### config.mk
export PLATFORM = sky130hd
export DESIGN_NAME = mul_share_ctrl_flat
export DESIGN_NICKNAME = d
export VERILOG_FILES = /design/src/rtl/mul_share_if.sv /design/src/rtl/mul_share_ctrl.sv /design/src/flat_wrapper.sv
export SDC_FILE = /design/constraint.sdc
export NUM_CORES = 1
export LEC_CHECK = 0
export ABC_AREA = 1
export CAP_MARGIN = 25
export CORE_ASPECT_RATIO = 2
export CORE_MARGIN = 2
export CORE_UTILIZATION = 45
export DETAILED_ROUTE_END_ITERATION = 10
export PLACE_DENSITY_LB_ADDON = 0.08
export REMOVE_ABC_BUFFERS = 1
export SLEW_MARGIN = 20
export SYNTH_ARGS = -nofsm -noshare
export SYNTH_HDL_FRONTEND = slang
export SYNTH_SLANG_ARGS = --single-unit
### constraint.sdc
create_clock -name clk -period 3.75 [get_ports clk]
set_input_delay 0.75 -clock clk [delete_from_list [all_inputs] [get_ports clk]]
set_output_delay 0.75 -clock clk [all_outputs]
set_load 0.1 [all_outputs]
### src/rtl/mul_share_if.sv
// Request/result channel bundle for the shared multiplier controller.
// master: the requesters and result consumer; slave: the controller itself.
interface mul_share_if #(
    parameter int WIDTH = 4
);
    logic                 req0_valid;
    logic                 req0_ready;
    logic [WIDTH-1:0]     req0_a;
    logic [WIDTH-1:0]     req0_b;
    logic                 req1_valid;
    logic                 req1_ready;
    logic [WIDTH-1:0]     req1_a;
    logic [WIDTH-1:0]     req1_b;
    logic                 res_valid;
    logic                 res_ready;
    logic [2*WIDTH-1:0]   res_p;
    logic                 res_id;

    modport master (
        output req0_valid, req0_a, req0_b,
        output req1_valid, req1_a, req1_b,
        output res_ready,
        input  req0_ready, req1_ready,
        input  res_valid, res_p, res_id
    );

    modport slave (
        input  req0_valid, req0_a, req0_b,
        input  req1_valid, req1_a, req1_b,
        input  res_ready,
        output req0_ready, req1_ready,
        output res_valid, res_p, res_id
    );
endinterface

### src/rtl/mul_share_ctrl.sv
// Time-multiplexed shift-and-add multiplier shared by two requesters.
// Round-robin arbitration in IDLE, one partial product added per cycle in
// CALC, result held with the requester id in DONE until the consumer takes it.
module mul_share_ctrl #(
    parameter int WIDTH = 4
) (
    input  logic          clk,
    input  logic          rst_n,
    mul_share_if.slave    bus,
    output logic          busy
);
    localparam int CW = (WIDTH > 1) ? $clog2(WIDTH) : 1;
    localparam int PW = 2 * WIDTH;

    typedef enum logic [1:0] {
        ST_IDLE = 2'd0,
        ST_CALC = 2'd1,
        ST_DONE = 2'd2
    } state_t;

    state_t             state_r;
    state_t             state_s;
    logic [WIDTH-1:0]   a_r;
    logic [WIDTH-1:0]   b_r;
    logic               id_r;
    logic               last_grant_r;
    logic [PW-1:0]      acc_r;
    logic [CW-1:0]      cnt_r;
    logic               res_valid_r;
    logic               busy_r;
    logic               gnt0_s;
    logic               gnt1_s;
    logic               accept_s;
    logic               calc_last_s;

    // One shifted partial product: (a gated by the selected multiplier bit) << sh.
    function automatic logic [PW-1:0] partial_product(
        input logic [WIDTH-1:0] a,
        input logic             b_bit,
        input logic [CW-1:0]    sh
    );
        logic [PW-1:0] ext;
        ext = {{WIDTH{1'b0}}, (a & {WIDTH{b_bit}})};
        return ext << sh;
    endfunction

    assign accept_s    = gnt0_s | gnt1_s;
    assign calc_last_s = (cnt_r == CW'(WIDTH - 1));

    // Round-robin grant; readys are only offered in IDLE and never while in reset.
    always_comb begin
        gnt0_s = 1'b0;
        gnt1_s = 1'b0;
        if (rst_n && (state_r == ST_IDLE)) begin
            if (bus.req0_valid && bus.req1_valid) begin
                if (last_grant_r) begin
                    gnt0_s = 1'b1;
                end else begin
                    gnt1_s = 1'b1;
                end
            end else if (bus.req0_valid) begin
                gnt0_s = 1'b1;
            end else if (bus.req1_valid) begin
                gnt1_s = 1'b1;
            end else begin
                gnt0_s = 1'b0;
                gnt1_s = 1'b0;
            end
        end else begin
            gnt0_s = 1'b0;
            gnt1_s = 1'b0;
        end
    end

    // Next-state decode for the IDLE -> CALC -> DONE -> IDLE sequence.
    always_comb begin
        state_s = state_r;
        case (state_r)
            ST_IDLE: begin
                if (accept_s) begin
                    state_s = ST_CALC;
                end else begin
                    state_s = ST_IDLE;
                end
            end
            ST_CALC: begin
                if (calc_last_s) begin
                    state_s = ST_DONE;
                end else begin
                    state_s = ST_CALC;
                end
            end
            ST_DONE: begin
                if (bus.res_ready) begin
                    state_s = ST_IDLE;
                end else begin
                    state_s = ST_DONE;
                end
            end
            default: begin
                state_s = ST_IDLE;
            end
        endcase
    end

    // State register.
    always_ff @(posedge clk or negedge rst_n) begin
        if (!rst_n) begin
            state_r <= ST_IDLE;
        end else begin
            state_r <= state_s;
        end
    end

    // Operand capture on accept and per-cycle accumulation of partial products.
    always_ff @(posedge clk or negedge rst_n) begin
        if (!rst_n) begin
            a_r          <= {WIDTH{1'b0}};
            b_r          <= {WIDTH{1'b0}};
            id_r         <= 1'b0;
            last_grant_r <= 1'b1;
            acc_r        <= {PW{1'b0}};
            cnt_r        <= {CW{1'b0}};
        end else if (accept_s) begin
            a_r          <= gnt1_s ? bus.req1_a : bus.req0_a;
            b_r          <= gnt1_s ? bus.req1_b : bus.req0_b;
            id_r         <= gnt1_s;
            last_grant_r <= gnt1_s;
            acc_r        <= {PW{1'b0}};
            cnt_r        <= {CW{1'b0}};
        end else if (state_r == ST_CALC) begin
            acc_r <= acc_r + partial_product(a_r, b_r[cnt_r], cnt_r);
            cnt_r <= cnt_r + CW'(1);
        end
    end

    // Status outputs registered from the next state so they line up with state_r.
    always_ff @(posedge clk or negedge rst_n) begin
        if (!rst_n) begin
            res_valid_r <= 1'b0;
            busy_r      <= 1'b0;
        end else begin
            res_valid_r <= (state_s == ST_DONE);
            busy_r      <= (state_s != ST_IDLE);
        end
    end

    assign bus.req0_ready = gnt0_s;
    assign bus.req1_ready = gnt1_s;
    assign bus.res_valid  = res_valid_r;
    assign bus.res_p      = acc_r;
    assign bus.res_id     = id_r;
    assign busy           = busy_r;

endmodule

### src/flat_wrapper.sv
// flat-port wrapper written by rule: the top's interface ports become plain ports
module mul_share_ctrl_flat 
#(
    parameter int WIDTH = 4
)
  (clk, rst_n, busy, bus_req0_valid, bus_req0_a, bus_req0_b, bus_req1_valid, bus_req1_a, bus_req1_b, bus_res_ready, bus_req0_ready, bus_req1_ready, bus_res_valid, bus_res_p, bus_res_id);
  mul_share_if #(.WIDTH(WIDTH)) bus_i ();
  input  logic clk;
  input  logic rst_n;
  output logic busy;
  input wire logic [$bits(bus_i.req0_valid)-1:0] bus_req0_valid;
  input wire logic [$bits(bus_i.req0_a)-1:0] bus_req0_a;
  input wire logic [$bits(bus_i.req0_b)-1:0] bus_req0_b;
  input wire logic [$bits(bus_i.req1_valid)-1:0] bus_req1_valid;
  input wire logic [$bits(bus_i.req1_a)-1:0] bus_req1_a;
  input wire logic [$bits(bus_i.req1_b)-1:0] bus_req1_b;
  input wire logic [$bits(bus_i.res_ready)-1:0] bus_res_ready;
  output wire logic [$bits(bus_i.req0_ready)-1:0] bus_req0_ready;
  output wire logic [$bits(bus_i.req1_ready)-1:0] bus_req1_ready;
  output wire logic [$bits(bus_i.res_valid)-1:0] bus_res_valid;
  output wire logic [$bits(bus_i.res_p)-1:0] bus_res_p;
  output wire logic [$bits(bus_i.res_id)-1:0] bus_res_id;
  assign bus_i.req0_valid = bus_req0_valid;
  assign bus_i.req0_a = bus_req0_a;
  assign bus_i.req0_b = bus_req0_b;
  assign bus_i.req1_valid = bus_req1_valid;
  assign bus_i.req1_a = bus_req1_a;
  assign bus_i.req1_b = bus_req1_b;
  assign bus_i.res_ready = bus_res_ready;
  assign bus_req0_ready = bus_i.req0_ready;
  assign bus_req1_ready = bus_i.req1_ready;
  assign bus_res_valid = bus_i.res_valid;
  assign bus_res_p = bus_i.res_p;
  assign bus_res_id = bus_i.res_id;
  mul_share_ctrl #(.WIDTH(WIDTH)) u_core (.clk(clk), .rst_n(rst_n), .bus(bus_i), .busy(busy));
endmodule
==> reports/qor.txt <==
Clk sink count - 24
Core footprint - 3120 sq um
Fin crit share - 0.800
DP Worst Slack - 759 ps
Worst hold path type - flip-flop to flip-flop
Slew headroom - 0.351
Finished Layout Cells - 262
Final worst slack - 751 ps
DRC - 0
Initial Utilization - 0.469
Async S/R FF share, synth - 1.00
Yosys cell types - 26
MaxCap Viol Count - 0
PortBufs - 33
# Post-CTS Setup Buffers - 0
Worst R2R Setup Slack - 1280 ps
Fmax - 333 MHz
Number of H-tree levels - 1
Fin crit period - 3000 ps
Mean Syn Cell Area - 7.50 sq um
Cell count after synthesis - 195
Number of fill cells - 308
Final HPWL DP - 2.71 mm
First-pass GRT wire length - 5.66 mm
Routed Wire Length - 3.30 mm
Placed cells - 258
Final nets - 262
First-pass DRT Iterations - 4
Global Route Usage Sum - 0.197
Layout Utilization - 0.609
CTS tree - yes
Most frequent cells in the layout - nand2_1 (68), clkdlybuf4s50_1 (31), dfrtp_1 (23)
Biggest cell delay along the critical path - 440 ps
Post-CTS Hold Buffers - 0
WP depth - 5
# diodes - 0
Share of the yosys chip area belonging to registers - 0.411
Pins Over Slew Limit - 0
Grt total ovfl - 0
Top Ports - 34
Num rows - 29
Via density - 5.32
Worst Setup EP - bus_req1_ready
Initial antenna violation count - 0
Most common cell after layout, fill and taps aside - nand2_1
Share of layout cells above drive strength 1 - 0.0736
CP cell instances - clkdlybuf4s50_1, nor3b_2, nand2_1, clkinv_1, buf_12
Final setup fails - 0
Most used flip-flop cell after synthesis - dfrtp_1
RSZ-0062 raised after global routing - no
Setup TNS - 0 ps
WP buf/inv - 3
Vias - 1393
Post-synthesis register bit count - 24
R2R Path End - u_core.bus.res_p[6]$_DFFE_PN0P_
Gpl congestion - 0.789
Clk_skew - 3.38 ps
Clock Pin Slew Worst Setup and Hold Paths - 90 ps
DRT iter0 DRCs - 30
Post-CTS sizing - 0
Synth Warn # - 0
Final antenna-violating net count - 0
Post-Synthesis Cell Area - 1460 sq um
Worst-margin pin slew - 971 ps
Clk root buf - clkbuf_8
Status - finished clean
Vias in the first global route - 1345
Crit. End Element - primary output
Routed length per instance - 12.6 um
WS Path Type - input port to primary output
Final Hold Fails - 0
CP max-delay cell - clkdlybuf4s50_1
Number of enable flip-flop cells after synthesis - 0
Clock Latency Late Sink - 270 ps
CP startpoint - rst_n
Clock Tree Buf Depth - 2
Startpoint Class - input port
CP Max Fanout - 12
Die X-Extent - 44.3 um
R2r worst-path depth - 14
Pin count of the biggest net entering global routing - 25
Data required time at the worst endpoint - 3000 ps
Die area - 3750 sq um
Area grow syn2layout - 30.0%
WP data arrival - 2250 ps
Delay-heaviest family, CP - buffers and inverters
CTS Buf Count - 3
R2R Path Start - u_core.cnt_r[1]$_DFFE_PN0P_
Die Span Y - 84.6 um
==> synth_stat cells, types with 2 or more instances <==
master    instances  area, sq um
nand3_2           3         30.0
a21oi_1          12         60.1
dfrtp_1          23          576
inv_1            16         60.1
or2_1             2         12.5
nand3b_1          3         22.5
nand2_2           2         12.5
o21ai_0          14         70.1
nor2_1           13         48.8
nand2_1          68          255
o21ai_1           3         15.0
nand3_1          15         75.1
ha_1              8          100
==> worst min-delay path, cell delays in order (launching register included) <==
cell,delay (ps)
dfrtp_1,360
nand2_1,50
o21ai_1,60
==> cell type report <==
| cell class | count | area (sq um) | area share |
|---|---|---|---|
| clock buffer | 4 | 55.1 | 0.0289 |
| timing repair buffer | 34 | 358 | 0.188 |
| inverter | 18 | 67.6 | 0.0355 |
| sequential | 24 | 602 | 0.316 |
| tap | 31 | 38.8 | 0.0204 |
| multi-input combinational | 151 | 781 | 0.411 |
==> per-stage QoR <==
stage | hold WS (ps) | cell area (sq um)
6_report | 507 | 1900
5_1_grt | 539 | 1900
4_1_cts | 510 | 1900
3_5_place_dp | 489 | 1850
3_3_place_gp | 477 | 1850
2_1_floorplan | 454 | 1450
==> logic make-up after synthesis <==
family	count (synthesis)	share of synthesized area
AOI/OAI and AO/OA	31	0.110
DFF	24	0.411
and+or+nand+nor	110	0.335
adders and majority gates	9	0.0821
xor gates and xnor gates	1	0.00599
buffers and inverters	20	0.0547
==> registers in the layout (all words and copies together) (netlist names) <==
| signal | count |
|---|---|
| u_core.bus.res_valid | 1 |
| u_core.busy | 1 |
| u_core.last_grant_r | 1 |
| u_core.state_r | 2 |
| u_core.cnt_r | 2 |
| u_core.bus.res_id | 1 |
| u_core.bus.res_p | 8 |
| u_core.a_r | 4 |
| u_core.b_r | 4 |
==> metal layers <==
| metal | global-route usage | up-vias | part of all wire |
|---|---|---|---|
| li1 | - | 713 | - |
| met1 | 0.210 | 652 | 0.39 |
| met2 | 0.372 | 23 | 0.57 |
| met5 | 0 | - | 0 |
| met4 | 0.0661 | 0 | 0.017 |
| met3 | 0.0258 | 5 | 0.026 |
==> worst min path at each step <==
stage / startpoint / endpoint / slack, ps / cells past startpoint
after CTS: u_core.b_r[3]$_DFFE_PN0N_ / u_core.b_r[3]$_DFFE_PN0N_ / 510 / 2
after global routing: u_core.bus.res_id$_DFFE_PN0N_ / u_core.bus.res_id$_DFFE_PN0N_ / 540 / 2
after detailed placement: u_core.b_r[3]$_DFFE_PN0N_ / u_core.b_r[3]$_DFFE_PN0N_ / 490 / 2
after global placement: u_core.bus.res_id$_DFFE_PN0N_ / u_core.bus.res_id$_DFFE_PN0N_ / 480 / 2
after floorplan: rst_n / u_core.a_r[0]$_DFFE_PN0N_ / 450 / 0
final: u_core.b_r[3]$_DFFE_PN0N_ / u_core.b_r[3]$_DFFE_PN0N_ / 510 / 2
Power is not shown: default switching activity piles up to over one toggle a cycle in this logic, so the estimate is an artifact.
